`src/rtl/dht_pkg.sv`:
```
// Shared types, frame layout and timing defaults for the DHT11 single-wire reader.
package dht_pkg;

  typedef enum logic [2:0] {
    IDLE      = 3'd0,
    START_LOW = 3'd1,
    RELEASE   = 3'd2,
    RESP_LOW  = 3'd3,
    RESP_HIGH = 3'd4,
    BIT_LOW   = 3'd5,
    BIT_HIGH  = 3'd6,
    CHECK     = 3'd7
  } dht_state_e;

  localparam int B_HUM_INT  = 0;
  localparam int B_HUM_DEC  = 1;
  localparam int B_TEMP_INT = 2;
  localparam int B_TEMP_DEC = 3;
  localparam int B_CSUM     = 4;
  localparam int FRAME_BITS = 40;

  localparam int T_START_DEF   = 18000;
  localparam int T_RELEASE_DEF = 30;
  localparam int T_THRESH_DEF  = 50;
  localparam int T_TIMEOUT_DEF = 200;
  localparam int CNT_W_DEF     = 16;

  // Byte 0 is the first byte on the wire, so it sits in the top of the MSB-first shift register.
  function automatic logic [7:0] frame_byte(input logic [39:0] frame, input int idx);
    return frame[8*(4-idx) +: 8];
  endfunction

  function automatic logic csum_ok(input logic [39:0] frame);
    logic [7:0] sum;
    sum = frame_byte(frame, B_HUM_INT) + frame_byte(frame, B_HUM_DEC) +
          frame_byte(frame, B_TEMP_INT) + frame_byte(frame, B_TEMP_DEC);
    return (sum == frame_byte(frame, B_CSUM));
  endfunction

endpackage

```
`src/rtl/dht_sync.sv`:
```
// Two-flop synchronizer for the asynchronous data line, with single-cycle rise/fall strobes.
module dht_sync (
  input  logic clk,
  input  logic rst_n,
  input  logic i_d,
  output logic o_level,
  output logic o_rise,
  output logic o_fall
);

  logic r_meta;
  logic r_sync;
  logic r_prev;

  // Resets high so an idle (pulled-up) line produces no spurious edge after reset.
  always_ff @(posedge clk or negedge rst_n) begin
    if (!rst_n) begin
      r_meta <= 1'b1;
      r_sync <= 1'b1;
      r_prev <= 1'b1;
    end else begin
      r_meta <= i_d;
      r_sync <= r_meta;
      r_prev <= r_sync;
    end
  end

  assign o_level = r_sync;
  assign o_rise  = r_sync & ~r_prev;
  assign o_fall  = ~r_sync & r_prev;

endmodule

```
`src/rtl/dht11_reader.sv`:
```
// DHT11 host reader: start pulse, response handshake, 40-bit capture, checksum and publish.
module dht11_reader
  import dht_pkg::*;
#(
  parameter int T_START   = T_START_DEF,
  parameter int T_RELEASE = T_RELEASE_DEF,
  parameter int T_THRESH  = T_THRESH_DEF,
  parameter int T_TIMEOUT = T_TIMEOUT_DEF,
  parameter int CNT_W     = CNT_W_DEF
) (
  input  logic       slow_clk,
  input  logic       rst_n,
  input  logic       start,
  input  logic       dht_in,
  output logic       dht_oe,
  output logic       busy,
  output logic       valid,
  output logic [7:0] humidity,
  output logic [7:0] temperature,
  output logic       checksum_err,
  output logic       timeout_err
);

  localparam logic [CNT_W-1:0] L_ONE        = CNT_W'(1);
  localparam logic [CNT_W-1:0] L_START_LAST = CNT_W'(T_START - 1);
  localparam logic [CNT_W-1:0] L_REL_TO     = CNT_W'(T_RELEASE + T_TIMEOUT);
  localparam logic [CNT_W-1:0] L_TO         = CNT_W'(T_TIMEOUT);
  localparam logic [CNT_W-1:0] L_THRESH     = CNT_W'(T_THRESH);
  localparam logic [5:0]       L_LAST_BIT   = 6'(FRAME_BITS - 1);

  dht_state_e        r_state, w_state_nxt;
  logic [CNT_W-1:0]  r_cnt, w_cnt_nxt, w_cnt_inc, w_limit, w_width;
  logic [5:0]        r_bit, w_bit_nxt;
  logic [39:0]       r_data, w_data_nxt;
  logic [7:0]        r_hum, w_hum_nxt, r_temp, w_temp_nxt;
  logic              r_oe, r_busy, r_valid, w_valid_nxt;
  logic              r_cs_err, w_cs_nxt, r_to_err, w_to_nxt;
  logic              w_level, w_rise, w_fall, w_timeout, w_bit_val;

  dht_sync u_sync (
    .clk     (slow_clk),
    .rst_n   (rst_n),
    .i_d     (dht_in),
    .o_level (w_level),
    .o_rise  (w_rise),
    .o_fall  (w_fall)
  );

  assign w_cnt_inc = (r_cnt == '1) ? r_cnt : r_cnt + L_ONE;
  assign w_limit   = (r_state == RELEASE) ? L_REL_TO : L_TO;
  assign w_timeout = (r_cnt >= w_limit);
  // The rise cycle itself is high but not counted, so the high width is one more than the count.
  assign w_width   = r_cnt + L_ONE;
  assign w_bit_val = (w_width > L_THRESH);

  // Next-state, counters, capture and result flags.
  always_comb begin
    w_state_nxt = r_state;
    w_cnt_nxt   = r_cnt;
    w_bit_nxt   = r_bit;
    w_data_nxt  = r_data;
    w_hum_nxt   = r_hum;
    w_temp_nxt  = r_temp;
    w_valid_nxt = 1'b0;
    w_cs_nxt    = r_cs_err;
    w_to_nxt    = r_to_err;
    case (r_state)
      IDLE: begin
        if (start) begin
          w_state_nxt = START_LOW;
          w_cnt_nxt   = '0;
          w_cs_nxt    = 1'b0;
          w_to_nxt    = 1'b0;
        end else begin
          w_cnt_nxt = '0;
        end
      end
      START_LOW: begin
        if (r_cnt == L_START_LAST) begin
          w_state_nxt = RELEASE;
          w_cnt_nxt   = '0;
        end else begin
          w_cnt_nxt = w_cnt_inc;
        end
      end
      RELEASE, RESP_LOW, RESP_HIGH, BIT_LOW: begin
        if ((r_state == RELEASE) && w_fall) begin
          w_state_nxt = RESP_LOW;
          w_cnt_nxt   = '0;
        end else if ((r_state == RESP_LOW) && w_rise) begin
          w_state_nxt = RESP_HIGH;
          w_cnt_nxt   = '0;
        end else if ((r_state == RESP_HIGH) && w_fall) begin
          w_state_nxt = BIT_LOW;
          w_cnt_nxt   = '0;
          w_bit_nxt   = 6'd0;
        end else if ((r_state == BIT_LOW) && w_rise) begin
          w_state_nxt = BIT_HIGH;
          w_cnt_nxt   = '0;
        end else if (w_timeout) begin
          w_state_nxt = IDLE;
          w_to_nxt    = 1'b1;
        end else begin
          w_cnt_nxt = w_cnt_inc;
        end
      end
      BIT_HIGH: begin
        if (w_fall) begin
          w_data_nxt = {r_data[38:0], w_bit_val};
          w_cnt_nxt  = '0;
          if (r_bit == L_LAST_BIT) begin
            w_state_nxt = CHECK;
          end else begin
            w_state_nxt = BIT_LOW;
            w_bit_nxt   = r_bit + 6'd1;
          end
        end else if (w_timeout) begin
          w_state_nxt = IDLE;
          w_to_nxt    = 1'b1;
        end else if (w_level) begin
          w_cnt_nxt = w_cnt_inc;
        end else begin
          w_cnt_nxt = r_cnt;
        end
      end
      CHECK: begin
        w_state_nxt = IDLE;
        if (csum_ok(r_data)) begin
          w_hum_nxt   = frame_byte(r_data, B_HUM_INT);
          w_temp_nxt  = frame_byte(r_data, B_TEMP_INT);
          w_valid_nxt = 1'b1;
        end else begin
          w_cs_nxt = 1'b1;
        end
      end
      default: begin
        w_state_nxt = IDLE;
      end
    endcase
  end

  // State and registered outputs; line drive and busy follow the next state so they align with it.
  always_ff @(posedge slow_clk or negedge rst_n) begin
    if (!rst_n) begin
      r_state  <= IDLE;
      r_cnt    <= '0;
      r_bit    <= 6'd0;
      r_data   <= 40'd0;
      r_hum    <= 8'd0;
      r_temp   <= 8'd0;
      r_oe     <= 1'b0;
      r_busy   <= 1'b0;
      r_valid  <= 1'b0;
      r_cs_err <= 1'b0;
      r_to_err <= 1'b0;
    end else begin
      r_state  <= w_state_nxt;
      r_cnt    <= w_cnt_nxt;
      r_bit    <= w_bit_nxt;
      r_data   <= w_data_nxt;
      r_hum    <= w_hum_nxt;
      r_temp   <= w_temp_nxt;
      r_oe     <= (w_state_nxt == START_LOW);
      r_busy   <= (w_state_nxt != IDLE);
      r_valid  <= w_valid_nxt;
      r_cs_err <= w_cs_nxt;
      r_to_err <= w_to_nxt;
    end
  end

  assign dht_oe       = r_oe;
  assign busy         = r_busy;
  assign valid        = r_valid;
  assign humidity     = r_hum;
  assign temperature  = r_temp;
  assign checksum_err = r_cs_err;
  assign timeout_err  = r_to_err;

endmodule

```
`config.mk`:
```
export PLATFORM = sky130hd
export DESIGN_NAME = dht11_reader
export DESIGN_NICKNAME = d
export VERILOG_FILES = /design/src/rtl/dht_pkg.sv /design/src/rtl/dht_sync.sv /design/src/rtl/dht11_reader.sv
export SDC_FILE = /design/constraint.sdc
export NUM_CORES = 1
export LEC_CHECK = 0
export CAP_MARGIN = 0
export CORE_MARGIN = 1
export CORE_UTILIZATION = 50
export CTS_CLUSTER_DIAMETER = 100
export DETAILED_ROUTE_END_ITERATION = 16
export PLACE_DENSITY = 0.68
export SLEW_MARGIN = 20
export SYNTH_ARGS = -nofsm -noshare
export SYNTH_HDL_FRONTEND = slang
export SYNTH_HIERARCHICAL = 1
export SYNTH_SLANG_ARGS = --single-unit
```
`constraint.sdc`:
```
create_clock -name slow_clk -period 4.84 [get_ports slow_clk]
set_input_delay 1.452 -clock slow_clk [delete_from_list [all_inputs] [get_ports slow_clk]]
set_output_delay 1.452 -clock slow_clk [all_outputs]
set_load 0.02 [all_outputs]
```
==> qor.txt <==
Ys Warns - 6
Period utilisation layout - 0.772
Cts bufs inserted - 9
Number of global-route vias before repair - 3420
Global route hottest layer - met1
Slew Viols, Final - 0
Yosys reg bits - 89
1st-pass router iterations - 4
Root buffer selected by CTS - clkbuf_8
Top cell type by total area after synthesis - dfrtp_1
Commonest non-fill, non-tap cell in the layout - dfrtp_1
Worst Path Required - 5.09 ns
Fin cells - 613
Most frequent cells in the layout - dfrtp_1 (86), nand2_1 (36), mux2_2 (33)
Initial antenna violation count - 0
Syn nets - 491
Ys flop type - dfrtp_1
Die Footprint - 10300 sq um
Setup CP Type - register to register
VDD IR max - 0.000154 V
Total Wirelength - 9470 um
DRC viols - 0
I/O pins - 25
Fraction of layout cells with a size suffix above 1 - 0.147
Initial core utilization - 0.527
Post-synthesis sequential area ratio - 0.449
Post-synthesis cell type count - 65
Die span in x - 102 um
Via density - 5.58
Hold crit path type - register to register
Largest cells by area after synthesis - dfrtp_1 (43%), mux2_2 (7.5%), fa_1 (5.6%), ha_1 (3.0%), nand2_1 (2.7%)
Max clock buf depth - 2
HPWL after DPL - 6700 um
Final net count - 509
RD Place Congestion - 0.848
Critical Path Sink Type - register
I/O Buffers - 24
Pleak - 2.56 nW
Antenna Nets Post-Route - 0
Row cnt - 35
Fmax - 268 MHz
Core box area - 9420 sq um
Largest net degree at the start of global routing - 63
Clock transition at the registers of the reported paths - 0.08 ns
GRT Total Usage - 0.212
Final setup viols - 0
RSZ-0062 raised after global routing - no
Remaining global-route overflow - 0
Post-CTS Setup Repair Bufs - 0
Synthesized area - 4960 sq um
First-pass GRT wire length - 16800 um
Post-Syn Instances - 461
Fin crit period - 3.74 ns
CTS H-Tree Depth - 3
Filler cells - 816
Inserted Diodes - 0
Avg WL per Cell - 15.5 um
Power density cells - 267 nW/um^2
Die Span Y - 102 um
TritonCTS clock tree - built
M2 GR Usage - 0.306
Crit Path Max Fanout - 17
Status - finished, final reports clean
Critical path arrival - 3.98 ns
Sink Count - 89
Post-synth top area share - 0.434
Max_cap viols - 0
Ys async rst share - 1.00
Final hold violations - 0
M3 GR Usage - 0.0573
Area grow syn2layout - 10.1%
Setup Skew - 0.0101 ns
Post-synth EDFFs - 0
Initial drt markers - 115
M1 GR Usage - 0.312
Clock insertion delay at the later pin of the skew report - 0.36 ns
Vias - 3420
Design Power - 0.00146 W
Worst Tran Pin Value - 0.765 ns
Setup TNS - 0 ns
Placed insts - 597
Critical path startpoint category - register
Slew headroom - 0.490
Hold-fix buffers at CTS - 0
Final Core Density - 0.580
Resized cells post-CTS - 0
Syn Area/Cell - 10.8 sq um
==> synthesized netlist by cell type (3+ instances only) <==
library cell / number
o31ai_1: 4
nand3_1: 10
nor3_1: 8
a21oi_2: 3
xor2_1: 15
a21oi_1: 15
nand2b_1: 4
or3_1: 10
xnor3_1: 3
a211oi_1: 3
dfstp_2: 3
xnor2_1: 5
o21ai_1: 6
inv_1: 31
clkbuf_1: 12
or2_2: 3
mux2_2: 33
fa_1: 14
ha_1: 12
dfrtp_1: 86
o211ai_1: 5
nand4b_1: 4
mux2_1: 9
nor2b_1: 5
o21ai_0: 27
nor2_1: 25
buf_2: 5
or4_1: 5
a32o_1: 4
and3_1: 6
nand4_1: 6
a21o_1: 5
nand2_1: 36
==> critical path, stage by stage (launching register included) <==
cell       delay [ns]
dfrtp_1          0.40
inv_1            0.10
fa_1             0.44
fa_1             0.51
inv_1            0.04
ha_1             0.22
fa_1             0.41
xnor3_1          0.29
o31ai_1          0.07
nor3_1           0.15
o2111ai_1        0.20
nor3_4           0.15
buf_4            0.28
mux2_2           0.37
==> routing by layer <==
| metal | wire (um) | part of all wire |
|---|---|---|
| met1 | 4830 | 0.51 |
| met2 | 4250 | 0.45 |
| met3 | 304 | 0.032 |
| met4 | 88 | 0.0093 |
| met5 | 0 | 0 |
==> cell families after synthesis <==
| group | Yosys count | synth area share |
|---|---|---|
| AND/OR/NAND/NOR | 138 | 0.152 |
| buffers and inverters | 51 | 0.0444 |
| XOR/XNOR | 23 | 0.0489 |
| flip-flops | 89 | 0.449 |
| AO/OA/AOI/OAI | 91 | 0.121 |
| adder cells (fa/ha/maj) | 26 | 0.0867 |
| multiplexers | 43 | 0.0973 |
==> layout make-up <==
type | instances | area [sq um] | area share
Clock inverter | 3 | 17.5 | 0.00321
Tap cell | 129 | 161 | 0.0295
Inverter | 31 | 116 | 0.0213
Clock buffer | 13 | 159 | 0.0291
Sequential cell | 89 | 2230 | 0.408
Timing Repair Buffer | 27 | 260 | 0.0476
Multi-Input combinational cell | 321 | 2520 | 0.461
==> report_power, final <==
| part | leakage (nW) | total (W) | switching, W | internal (W) |
|---|---|---|---|---|
| combinational | 1.25 | 0.000191 | 0.000118 | 0.0000733 |
| clock | 0.0894 | 0.000465 | 0.000251 | 0.000214 |
| sequential | 1.23 | 0.000805 | 0.0000385 | 0.000766 |
==> sequential cells by signal, indices dropped and copies added, names as in the netlist <==
signal and flops:
r_data 40, r_cnt 16, humidity 8, temperature 8, r_bit 6, r_state 3, busy 1, checksum_err 1
dht_oe 1, timeout_err 1, u_sync/o_level 1, u_sync/r_meta 1, u_sync/r_prev 1, valid 1
==> per-stage QoR <==
stage	setup WS (ns)	cell area [sq um]	hold WS, ns
after CTS	1.07	5460	0.367
after floorplan	1.24	4960	0.345
after detailed placement	1.09	5290	0.353
after global routing	0.862	5460	0.370
final	1.10	5460	0.364
after global placement	1.19	5290	0.351
==> path summary, 6_finish.rpt <==
path,startpoint,end,slack [ns],depth (start not counted)
min in group asynchronous,rst_n,r_state[0],1.17,1
min,u_sync/r_meta,u_sync/o_level,0.36,0
max in group asynchronous,rst_n,u_sync/r_prev,2.79,2
min reg2reg,u_sync/r_meta,u_sync/o_level,0.36,0
max reg2reg,r_data[17],temperature[5],1.10,13
max,r_data[17],temperature[5],1.10,13
Power figures use the tool's default switching activity.
